[config.mk]
export PLATFORM = sky130hd
export DESIGN_NAME = trace_capture_ctrl
export DESIGN_NICKNAME = d
export VERILOG_FILES = /design/src/rtl/trace_capture_ctrl.sv
export SDC_FILE = /design/constraint.sdc
export NUM_CORES = 1
export LEC_CHECK = 0
export CAP_MARGIN = 15
export CORE_MARGIN = 3
export CORE_UTILIZATION = 60
export CTS_BUF_LIST = sky130_fd_sc_hd__clkbuf_4 sky130_fd_sc_hd__clkbuf_8
export DETAILED_ROUTE_END_ITERATION = 6
export GPL_ROUTABILITY_DRIVEN = 0
export PLACE_DENSITY = 0.95
export SYNTH_ARGS = -nofsm -noshare
export SYNTH_HDL_FRONTEND = slang
export SYNTH_SLANG_ARGS = --single-unit
[constraint.sdc]
create_clock -name w_clk -period 11.2 [get_ports w_clk]
set_clock_uncertainty 0.2 [all_clocks]
set_input_delay 1.68 -clock w_clk [delete_from_list [all_inputs] [get_ports w_clk]]
set_output_delay 1.68 -clock w_clk [all_outputs]
set_load 0.02 [all_outputs]
[src/rtl/trace_capture_ctrl.sv]
// Trigger-aligned sensor trace capture controller.
// Delays after a trigger edge, then decimates samples into trace memory.
module trace_capture_ctrl #(
   parameter int DEPTH = 1024,
   parameter int AW    = 16
) (
   input  logic          w_clk,
   input  logic          rstn,
   input  logic          arm,
   input  logic          abort,
   input  logic          trigger,
   input  logic [15:0]   delay_cfg,
   input  logic [15:0]   length_cfg,
   input  logic [7:0]    decim_cfg,
   input  logic [7:0]    sensor_data,
   output logic          w_en,
   output logic [2:0]    w_memsel,
   output logic [AW-1:0] w_addr,
   output logic [7:0]    w_data,
   output logic          busy,
   output logic          done,
   output logic [15:0]   sample_count
);

   typedef enum logic [2:0] {
      S_IDLE,
      S_ARMED,
      S_DELAY,
      S_CAPTURE,
      S_DONE
   } state_t;

   localparam logic [15:0]   DEPTH_L  = 16'(DEPTH);
   localparam logic [AW-1:0] ADDR_ONE = AW'(1);

   state_t        state_q, state_d;
   logic          trig_q, trig_d;
   logic [15:0]   dly_q, dly_d;
   logic [15:0]   len_q, len_d;
   logic [7:0]    dec_q, dec_d;
   logic [15:0]   timer_q, timer_d;
   logic [AW-1:0] addr_q, addr_d;
   logic [15:0]   cnt_q, cnt_d;
   logic          w_en_q, w_en_d;
   logic [2:0]    w_memsel_q, w_memsel_d;
   logic [AW-1:0] w_addr_q, w_addr_d;
   logic [7:0]    w_data_q, w_data_d;
   logic          busy_q, busy_d;
   logic          done_q, done_d;
   logic          trig_edge;
   logic [15:0]   len_clamp;

   assign trig_edge = trigger & ~trig_q;
   assign len_clamp = (length_cfg == 16'd0 || int'(length_cfg) > DEPTH)
                      ? DEPTH_L : length_cfg;

   // Next-state and next-output computation for the capture sequencer
   always_comb begin
      state_d    = state_q;
      trig_d     = trigger;
      dly_d      = dly_q;
      len_d      = len_q;
      dec_d      = dec_q;
      timer_d    = timer_q;
      addr_d     = addr_q;
      cnt_d      = cnt_q;
      w_en_d     = 1'b0;
      w_memsel_d = 3'b000;
      w_addr_d   = w_addr_q;
      w_data_d   = w_data_q;
      if (abort) begin
         state_d = S_IDLE;
      end else begin
         unique case (state_q)
            S_IDLE, S_DONE: begin
               if (arm) begin
                  state_d = S_ARMED;
                  dly_d   = delay_cfg;
                  len_d   = len_clamp;
                  dec_d   = decim_cfg;
                  cnt_d   = 16'd0;
                  addr_d  = '0;
                  timer_d = 16'd0;
               end
            end
            S_ARMED: begin
               if (trig_edge) begin
                  timer_d = (dly_q == 16'd0) ? 16'd0 : dly_q;
                  state_d = (dly_q == 16'd0) ? S_CAPTURE : S_DELAY;
               end
            end
            S_DELAY: begin
               if (timer_q <= 16'd1) begin
                  state_d = S_CAPTURE;
                  timer_d = 16'd0;
               end else begin
                  timer_d = timer_q - 16'd1;
               end
            end
            S_CAPTURE: begin
               if (timer_q == 16'd0) begin
                  w_en_d     = 1'b1;
                  w_memsel_d = 3'b001;
                  w_addr_d   = addr_q;
                  w_data_d   = sensor_data;
                  cnt_d      = cnt_q + 16'd1;
                  timer_d    = {8'h00, dec_q};
                  if (cnt_q + 16'd1 >= len_q) begin
                     state_d = S_DONE;
                  end else begin
                     addr_d = addr_q + ADDR_ONE;
                  end
               end else begin
                  timer_d = timer_q - 16'd1;
               end
            end
            default: state_d = S_IDLE;
         endcase
      end
      busy_d = (state_d == S_ARMED) || (state_d == S_DELAY) ||
               (state_d == S_CAPTURE);
      done_d = (state_d == S_DONE);
   end

   // State and registered outputs; trigger history resets high
   always_ff @(posedge w_clk or negedge rstn) begin
      if (!rstn) begin
         state_q    <= S_IDLE;
         trig_q     <= 1'b1;
         dly_q      <= 16'd0;
         len_q      <= 16'd0;
         dec_q      <= 8'd0;
         timer_q    <= 16'd0;
         addr_q     <= '0;
         cnt_q      <= 16'd0;
         w_en_q     <= 1'b0;
         w_memsel_q <= 3'b000;
         w_addr_q   <= '0;
         w_data_q   <= 8'd0;
         busy_q     <= 1'b0;
         done_q     <= 1'b0;
      end else begin
         state_q    <= state_d;
         trig_q     <= trig_d;
         dly_q      <= dly_d;
         len_q      <= len_d;
         dec_q      <= dec_d;
         timer_q    <= timer_d;
         addr_q     <= addr_d;
         cnt_q      <= cnt_d;
         w_en_q     <= w_en_d;
         w_memsel_q <= w_memsel_d;
         w_addr_q   <= w_addr_d;
         w_data_q   <= w_data_d;
         busy_q     <= busy_d;
         done_q     <= done_d;
      end
   end

   assign w_en         = w_en_q;
   assign w_memsel     = w_memsel_q;
   assign w_addr       = w_addr_q;
   assign w_data       = w_data_q;
   assign busy         = busy_q;
   assign done         = done_q;
   assign sample_count = cnt_q;

endmodule

==> results of run 1 <==
-- final cells by class --
cell class	instances	share of cell area [%]
tap	133	2.21
multi-input combinational	507	38.2
timing repair buffer	101	13.3
sequential	119	39.6
inverter	20	0.997
clock inverter	12	2.36
clock buffer	19	3.39
-- registers in the layout (all words and copies together) (netlist names) --
| register | count |
|---|---|
| timer_q | 16 |
| sample_count | 16 |
| w_addr | 16 |
| len_q | 16 |
| addr_q | 16 |
| trig_q | 1 |
| state_q | 3 |
| done | 1 |
| w_data | 8 |
| dec_q | 8 |
| w_memsel | 1 |
| dly_q | 16 |
| busy | 1 |
-- path summary, 6_finish.rpt --
check / start / to
setup / recovery: sample_count[2] / addr_q[11]
hold / removal: w_addr[2] / w_addr[2]
setup reg to reg: sample_count[2] / addr_q[11]
hold reg to reg: w_addr[2] / w_addr[2]
max in group asynchronous: rstn / dly_q[10]
min in group asynchronous: rstn / sample_count[0]
-- per-stage QoR --
stage / util (%) / hold WS (ps) / area [um2]
6_report: 76.7 / 271 / 7530
5_1_grt: 76.7 / 298 / 7530
4_1_cts: 76.7 / 271 / 7530
3_5_place_dp: 72.3 / 255 / 7100
3_3_place_gp: 72.2 / 248 / 7090
2_1_floorplan: - / 246 / 6090
-- Yosys cell counts (10+ instances only) --
cell,instances
a21oi_1,25
a22o_1,14
and3_1,12
clkbuf_1,30
dfrtp_1,118
ha_1,21
inv_1,20
nand2_1,188
nand3_1,21
nor2_1,34
nor3_1,11
nor4_1,10
o21ai_0,45
or4_1,11
xnor2_1,10
-- power breakdown --
group / internal, uW / switching, uW
logic: 119 / 211
registers: 480 / 49.9
clock network: 249 / 176
-- per-layer routing --
layer / up-vias / global-route usage, %
met1: 2688 / 35.9
met2: 342 / 50.0
met3: 46 / 7.10
met4: 0 / 13.2
li1: 2554 / -
met5: - / 0
-- logic make-up after synthesis --
kind of cell               Yosys count
muxes                                1
adders and majority gates           21
other                                1
and+or+nand+nor                    332
AOI/OAI and AO/OA                  136
buffers and inverters               59
xor gates and xnor gates            15
DFF                                119
-- critical path, delay by kind of cell (launching register included) --
kind / cells / cell delay [ps]
compound gates: 1 / 160
flops: 1 / 480
fa+ha+maj: 1 / 270
simple gates: 9 / 3140
xor+xnor: 1 / 210
==> metrics, run 1 <==
status=finished clean; Clock Path Buffers=2; metal3 WL=1460 um; Max VDD drop=108 uV; # nets final=840; register-to-register setup slack=6650 ps; Slowest cell on crit path=or4_1; cts hold-fix bufs=0; Mapped Area=6090 um2; Synth area leaders=dfrtp_1 49%, nand2_1 12%, ha_1 4.3%; final setup vio count=0; first-pass GRT wire length=26,800 um; Final TNS setup=0 ps; Pins Over Slew Limit=0; num rows=36; die width=107 um; synthesis-to-finish area growth=23.7%; post-CTS setup buffers=0; Ys Warns=0; H-tree levels=4; leakage=0.00351 uW; RSZ-0062 raised after global routing=no; Avg Cell Area, Syn=8.90 um2; Worst Path Required=11,360 ps; CORE AREA=9820 um2; cell total after placement=880; Mapped Cells=684; post-synth cell types=57; asr flop ratio synth=100%; Crit. End Element=flop; Overflow after GRT=0; min Tclk post-route=4550 ps; Max Cap Viol=0; share of the synthesized area in the top cell type=48.5%; Main synth FF type=dfrtp_1; dpl ws=6810 ps; largest fanout on the critical path=34; Seq. cell area=2980 um2; Initial Util=62.0%; simple-gate share of the synthesized area=25.4%; vias in the first global route=5,595; antenna cell count=0; relative slew slack=36.8%; multiplexer share of the synthesized area=0.164%; Power Dens Cells=171 nW/um2; vias=5,630; worst hold stages=2; die area=11,400 um2; crit-path cells=and4_1, and4_1, and3_1, nand3_1, xnor2_1, ha_1, nand4_1, or3_1, nor3_1, or4_1, or4_1, a21oi_1; TritonCTS clock tree=yes; largest net degree at the start of global routing=69; Top Metal Used=met4; Worst R2R Path Depth=12; Synth Area in Compound Gates=14.8%; Clock Latency Late Sink=440 ps; clock root buffer=clkbuf_8; WL/cell=17.7 um; commonest cells after routing, fill and taps aside=188 x nand2_1, 118 x dfrtp_1, 95 x clkdlybuf4s50_1; post-synthesis xor/xnor area fraction=2.16%; overall power=1290 uW; Die Y=107 um; worst hold path class=reg2reg; largest family of logic cells by synthesized area=simple AND/OR/NAND/NOR gates; I/O pin cnt=99; met2 routed WL=8020 um; Setup crit start kind=flop; final setup margin=6650 ps; initial drt markers=493; # fillers=655; Via density=6.18; worst-margin pin slew=948 ps; sequential fraction of the synthesis area=49.0%; Worst EP arrival=4710 ps; Sink Count=119; Overall Global Routing Usage=29.5%; Initial DRT Pass Iterations=5; area leader, netlist=dfrtp_1; final hold vios=0; drt total wl=16,100 um; Post-Route M1 WL=6190 um; CTS clk-pin slew, worst paths=80 ps; HPWL after detailed placement=10,900 um; fmax=220 MHz; Crit path largest cell delay=950 ps; most common cell after layout, fill and taps aside=nand2_1; CTS Buf Count=17; Crit Path Class=reg2reg; Final Non-Filler Cells=911; post-CTS sizing=0; layout cell share with drive strength beyond 1=6.04%; ANT nets after route=0; number of synthesized flops with an enable pin=0; Remaining DRCs=0; initial antenna violation count=0; Yosys reg bits=119; area of the multi-input gates=2880 um2; I/O Buffers=96; fin crit share=40.6%; Post-Synth Adder-Cell Area=4.32%
Power figures use the tool's default switching activity.
==> run 2: changes to the inputs <==
CORE_UTILIZATION = 50   (was 60)
PLACE_DENSITY = 0.86   (was 0.95)
clock period = 3.7 ns   (was 11.2 ns; I/O delays follow)
==> run 2 against run 1 <==
  * Highest routed layer unchanged
  * Wire length up 0.66%
  * Core utilization down 9.9 points
  * Critical path type unchanged
  * Largest power group unchanged
  * Clock power up 140%
  * Critical path depth up 1
  * The flow now finishes with violations (negative setup slack)
  * Total power rose to 2.8 times the previous value
  * Setup slack worse by 6700 ps
  * Count of clock-buffer cells in the layout down 1
==> metrics, run 2 (same netlist as run 1, synthesis figures left out) <==
die width=116 um (+9.0%); Die Y=116 um (+9.0%); RSZ-0062 raised after global routing=yes; largest fanout on the critical path=16 (-53%); Internal=2300 uW (+170%); ANT nets after route=0 (unchanged); Remaining DRCs=0 (unchanged); Overall Global Routing Usage=23.6% (-5.9 points); worst-margin pin slew=911 ps (-37.1 ps); min Tclk post-route=3700 ps (-847 ps); layout cell share with drive strength beyond 1=12.0% (+6.0 points); Setup crit start kind=flop; die area=13,500 um2 (+19%); crit-path cells=and4_1, and4_1, and3_4, nand3_4, xnor2_2, ha_1, nand4_1, or3_1, nor3_1, or4_4, buf_12, or4_4, a21oi_2; HPWL after detailed placement=10,700 um (-2.0%); final setup margin=-2.97 ps (-6650 ps); fmax=270 MHz (+23%); Initial Util=52.2% (-9.8 points); # fillers=863 (+32%); I/O pin cnt=99 (unchanged); # nets final=861 (+2.5%); Pins Over Slew Limit=0 (unchanged); Final Util=66.8% (-9.9 points); Initial DRT Pass Iterations=5 (unchanged); Sequential Power Share=43.8% (+2.6 points); Bufs and invs on worst path=1 (+1); Worst Path Required=3870 ps (-7490 ps); status=finished, violations left; cell total after placement=899 (+2.2%); commonest cells after routing, fill and taps aside=188 x nand2_1, 114 x dfrtp_1, 95 x clkdlybuf4s50_1; Crit Path Class=reg2reg; I/O Buffers=96 (unchanged); vias=5,625 (-0.089%); largest net degree at the start of global routing=73 (+5.8%); cts hold-fix bufs=0 (unchanged); Final Non-Filler Cells=943 (+3.5%); Crit path largest cell delay=580 ps (-370 ps); antenna cell count=0 (unchanged); Max Cap Viol=0 (unchanged); Overflow after GRT=0 (unchanged); leakage=0.00361 uW (+2.7%); drt total wl=16,200 um (+0.66%); CP top delay family=simple AND/OR/NAND/NOR gates; most common cell after layout, fill and taps aside=nand2_1; overall power=3650 uW (+180%); Gate power share=27.8% (+2.1 points); initial antenna violation count=0 (unchanged); Power Dens Cells=469 nW/um2 (+170%); worst hold path class=in2async; vias in the first global route=5,332 (-4.7%); synthesis-to-finish area growth=28.1%; dpl ws=-121 ps (-6930 ps); final setup vio count=1 (+1); clock root buffer=clkbuf_8; H-tree levels=4 (unchanged); Crit. End Element=flop; TritonCTS clock tree=yes; Worst EP arrival=3870 ps (-840 ps); failing checks=negative setup slack; initial drt markers=483 (-2.0%); Switching Share=37.0% (+3.0 points); first-pass GRT wire length=25,700 um (-4.3%); CTS Buf Count=17 (unchanged); Max VDD drop=335 uV (+210%); Clock Latency Late Sink=440 ps (about the same); relative slew slack=39.3% (+2.5 points); num rows=39 (+8.3%); WL/cell=17.2 um (-2.8%); Via density=5.97 (-3.5%); final hold vios=0 (unchanged); CTS clk-pin slew, worst paths=80 ps (about the same); Sink Count=119 (unchanged); clock network power share=28.4% (-4.7 points); CORE AREA=11,700 um2 (+19%); Clock Path Buffers=2 (unchanged); sw power=1350 uW (+210%); register-to-register setup slack=-3 ps (-6650 ps); fin crit share=100% (+59 points); Slowest cell on crit path=or4_4
## run 2: path summary, 6_finish.rpt
kind	from	endpoint	cells past startpoint
setup / recovery	sample_count[0]	addr_q[13]	13
hold / removal	rstn	sample_count[13]	1
setup reg to reg	sample_count[0]	addr_q[13]	13
hold reg to reg	w_data[4]	w_data[4]	2
max in group asynchronous	rstn	trig_q	2
min in group w_clk	w_data[4]	w_data[4]	2
## run 2: power by group through the flow
stage	clock, uW	combinational [uW]	sequential, uW
6_report	1040	1010	1600
5_1_grt	1120	1120	1620
4_1_cts	1050	988	1590
3_5_place_dp	0	970	1620
3_3_place_gp	0	936	1600
2_1_floorplan	0	638	1600
## run 2: per-layer routing
| metal | global-route usage [%] | vias up | wire [um] |
|---|---|---|---|
| li1 | - | 2592 | - |
| met1 | 31.5 | 2701 | 6780 |
| met2 | 38.6 | 285 | 7770 |
| met3 | 4.56 | 47 | 1280 |
| met4 | 8.58 | 0 | 401 |
| met5 | 0 | - | 0 |
## run 2: area by class of cell
cell class / instances / area (um2) / share of cell area (%)
repair buffers: 122 / 1200 / 15.3
clock inverters: 14 / 104 / 1.33
flip-flops and latches: 119 / 2980 / 38.3
inverters: 20 / 75.1 / 0.963
clock buffers: 18 / 248 / 3.18
multi-input cells: 507 / 3010 / 38.6
well taps: 143 / 179 / 2.30
## run 2: per-stage QoR
step	area, um2	hold slack, ps	setup TNS (ps)
final	7790	35.4	-2.97
after global routing	7790	113	-913
after CTS	7610	62.0	0
after detailed placement	7200	255	-427
after global placement	7200	249	0
after floorplan	6100	59.4	0
## run 2: worst register-to-register path: cells and delay by family (launching register included)
family                     cells  cell delay (ps)
buffers and inverters          1              170
xor gates and xnor gates       1              170
DFF                            1              400
AOI/OAI and AO/OA              1              160
adders and majority gates      1              320
and+or+nand+nor                9             2230
## run 2: timing repair
item | 4_1_cts | 5_1_grt
resized for setup | 6 | 20
pin swaps | 1 | 12
buffers inserted | 3 | 8
gates cloned | 0 | 1
endpoints found under the setup margin | 8 | 9
==> run 3: changes to the inputs <==
CORE_MARGIN = default   (was 3)
MAX_ROUTING_LAYER = met4   (was default)
==> run 3 against run 2 <==
  * The run ends with design-rule violations, negative setup slack left
  * Count of clock-buffer cells in the layout grew 2
  * Via count grew 0.36%
  * Sequential share of layout area down 0.36 points
  * Global-route usage rose by 2.4 points
  * Fmax down 1.2%
  * Non-clock buffer count is 4 higher
  * Combinational power about the same
  * Sequential cell count unchanged
  * Final area rose by 0.95%
  * Final cell count is 0.42% higher
  * Hold slack improved by 240 ps
  * Die area shrank 6.8%
  * Critical path type unchanged
  * Critical endpoint is now addr_q[9]
==> metrics, run 3 (same netlist as run 1, synthesis figures left out) <==
status=finished, violations left; failing checks=design-rule violations, negative setup slack; TritonCTS clock tree=yes; H-tree levels=4 (unchanged); first-pass GRT wire length=25,600 um (-0.51%); Slowest cell on crit path=or4_4; Die Y=112 um (-3.4%); Overflow after GRT=0 (unchanged); Initial DRT Pass Iterations=7 (+2); worst hold path class=reg2reg; hold slack=272 ps (+237 ps); Pins Over Slew Limit=0 (unchanged); Gate power share=27.0% (-0.8 points); most common cell after layout, fill and taps aside=nand2_1; RSZ-0062 raised after global routing=yes; final hold vios=0 (unchanged); antenna cell count=0 (unchanged); die width=112 um (-3.4%); Clock Path Buffers=2 (unchanged); Crit. End Element=flop; I/O pin cnt=99 (unchanged); largest net degree at the start of global routing=68 (-6.8%); Initial Util=52.2% (unchanged); clock root buffer=clkbuf_8; final setup vio count=3 (+2); final setup margin=-46.9 ps (-43.9 ps); largest fanout on the critical path=8 (-8); CTS clk-pin slew, worst paths=80 ps (about the same); Sequential Power Share=42.5% (-1.3 points); relative slew slack=40.9% (+1.7 points); Remaining DRCs=9 (+9); Crit path largest cell delay=590 ps (about the same); Switching Share=35.9% (-1.2 points); Max Cap Viol=0 (unchanged); Clock Latency Late Sink=450 ps (about the same); # nets final=865 (+0.46%); synthesis-to-finish area growth=29.3%; Sink Count=119 (unchanged); clock network power share=30.5% (+2.1 points); drt total wl=16,200 um (-0.29%); initial antenna violation count=0 (unchanged); CTS Buf Count=17 (unchanged); Worst Path Required=3880 ps (about the same); commonest cells after routing, fill and taps aside=188 x nand2_1, 114 x dfrtp_1, 95 x clkdlybuf4s50_1; Crit Path Class=reg2reg; WL/cell=17.1 um (-0.71%); worst-margin pin slew=886 ps (-24.9 ps); fmax=267 MHz (-1.2%); Setup crit start kind=flop; Overall Global Routing Usage=26.0% (+2.4 points); Internal=2400 uW (+4.5%); overall power=3750 uW (+2.6%); ANT nets after route=0 (unchanged); leakage=0.00367 uW (+1.6%); I/O Buffers=96 (unchanged); die area=12,600 um2 (-6.8%); min Tclk post-route=3750 ps (+43.9 ps); crit-path cells=ha_1, nand3_2, nor2_2, and3_4, nand3_1, xnor2_2, ha_1, nand4_1, or3_1, nor3_2, or4_4, buf_12, or4_1, a21oi_1; Power Dens Cells=476 nW/um2 (+1.6%); num rows=39 (unchanged); CORE AREA=11,700 um2 (unchanged); sw power=1340 uW (-0.63%); HPWL after detailed placement=10,700 um (-0.32%); layout cell share with drive strength beyond 1=12.2% (+0.19 points); vias in the first global route=5,482 (+2.8%); Via density=5.96 (about the same); cell mode on critical path=ha_1; dpl ws=-85.1 ps (+35.6 ps); Max VDD drop=324 uV (-3.4%); fin crit share=101% (+1.2 points); initial drt markers=504 (+4.3%); vias=5,645 (+0.36%); Worst EP arrival=3920 ps (+50 ps)
run 3: changes by cell type in the layout (fill, tap and decap cells not counted), sizes merged:
cell / change
clkinvlp: -3
dlygate4sd3: +1
clkbuf: +3
inv: +3
buf: +2
bufinv: +1
clkinv: -3
run 3: metrics by stage:
step	std cells	area [um2]	util, %	setup TNS [ps]
final	947	7870	67.5	-72.6
after global routing	947	7870	67.5	-1000
after CTS	932	7630	65.4	0
after detailed placement	899	7200	61.8	-291
after global placement	899	7200	61.8	0
after floorplan	685	6100	-	0
run 3: metal layers:
metal / global-route usage [%] / vias up / part of all wire (%)
met5: - / - / 0
met4: 10.6 / 0 / 3.3
met3: 5.45 / 51 / 6.5
met2: 41.9 / 267 / 48
met1: 32.2 / 2708 / 42
li1: - / 2619 / -
run 3: power by group through the flow:
stage          clock network [uW]  logic [uW]  registers [uW]
2_1_floorplan                   0         638            1600
4_1_cts                      1150         989            1590
3_5_place_dp                    0         979            1610
3_3_place_gp                    0         934            1600
5_1_grt                      1210        1130            1610
6_report                     1140        1010            1590
run 3: final cells by class:
cell class | count | area [um2]
clock inverters | 12 | 115
repair buffers | 126 | 1250
flip-flops and latches | 119 | 2980
well taps | 143 | 179
clock buffers | 20 | 269
fillers | 870 | 3790
multi-input cells | 507 | 3000
inverters | 20 | 75.1
run 3: final timing paths:
check | from | endpoint | slack [ps] | cells after the start
worst max-delay path | sample_count[0] | addr_q[9] | -50 | 14
worst min-delay path | w_data[7] | w_data[7] | 270 | 2
worst max register to register | sample_count[0] | addr_q[9] | -50 | 14
worst min register to register | w_data[7] | w_data[7] | 270 | 2
max in group asynchronous | rstn | dec_q[1] | 2030 | 3
min in group asynchronous | rstn | sample_count[10] | 490 | 2
run 3: repair_timing:
action,4_1_cts,5_1_grt
hold endpoints to repair,51,0
hold buffers,1,0
gates cloned,0,2
resized for setup,6,19
pin swaps,0,18
setup endpoints to repair,5,16
buffers inserted,0,13
run 3: worst max-delay path: cells and delay by family, from the launching register on:
family,cells,cell delay [ps]
and+or+nand+nor,9,2090
adders and majority gates,2,470
DFF,1,400
xor gates and xnor gates,1,190
buffers and inverters,1,170
AOI/OAI and AO/OA,1,160
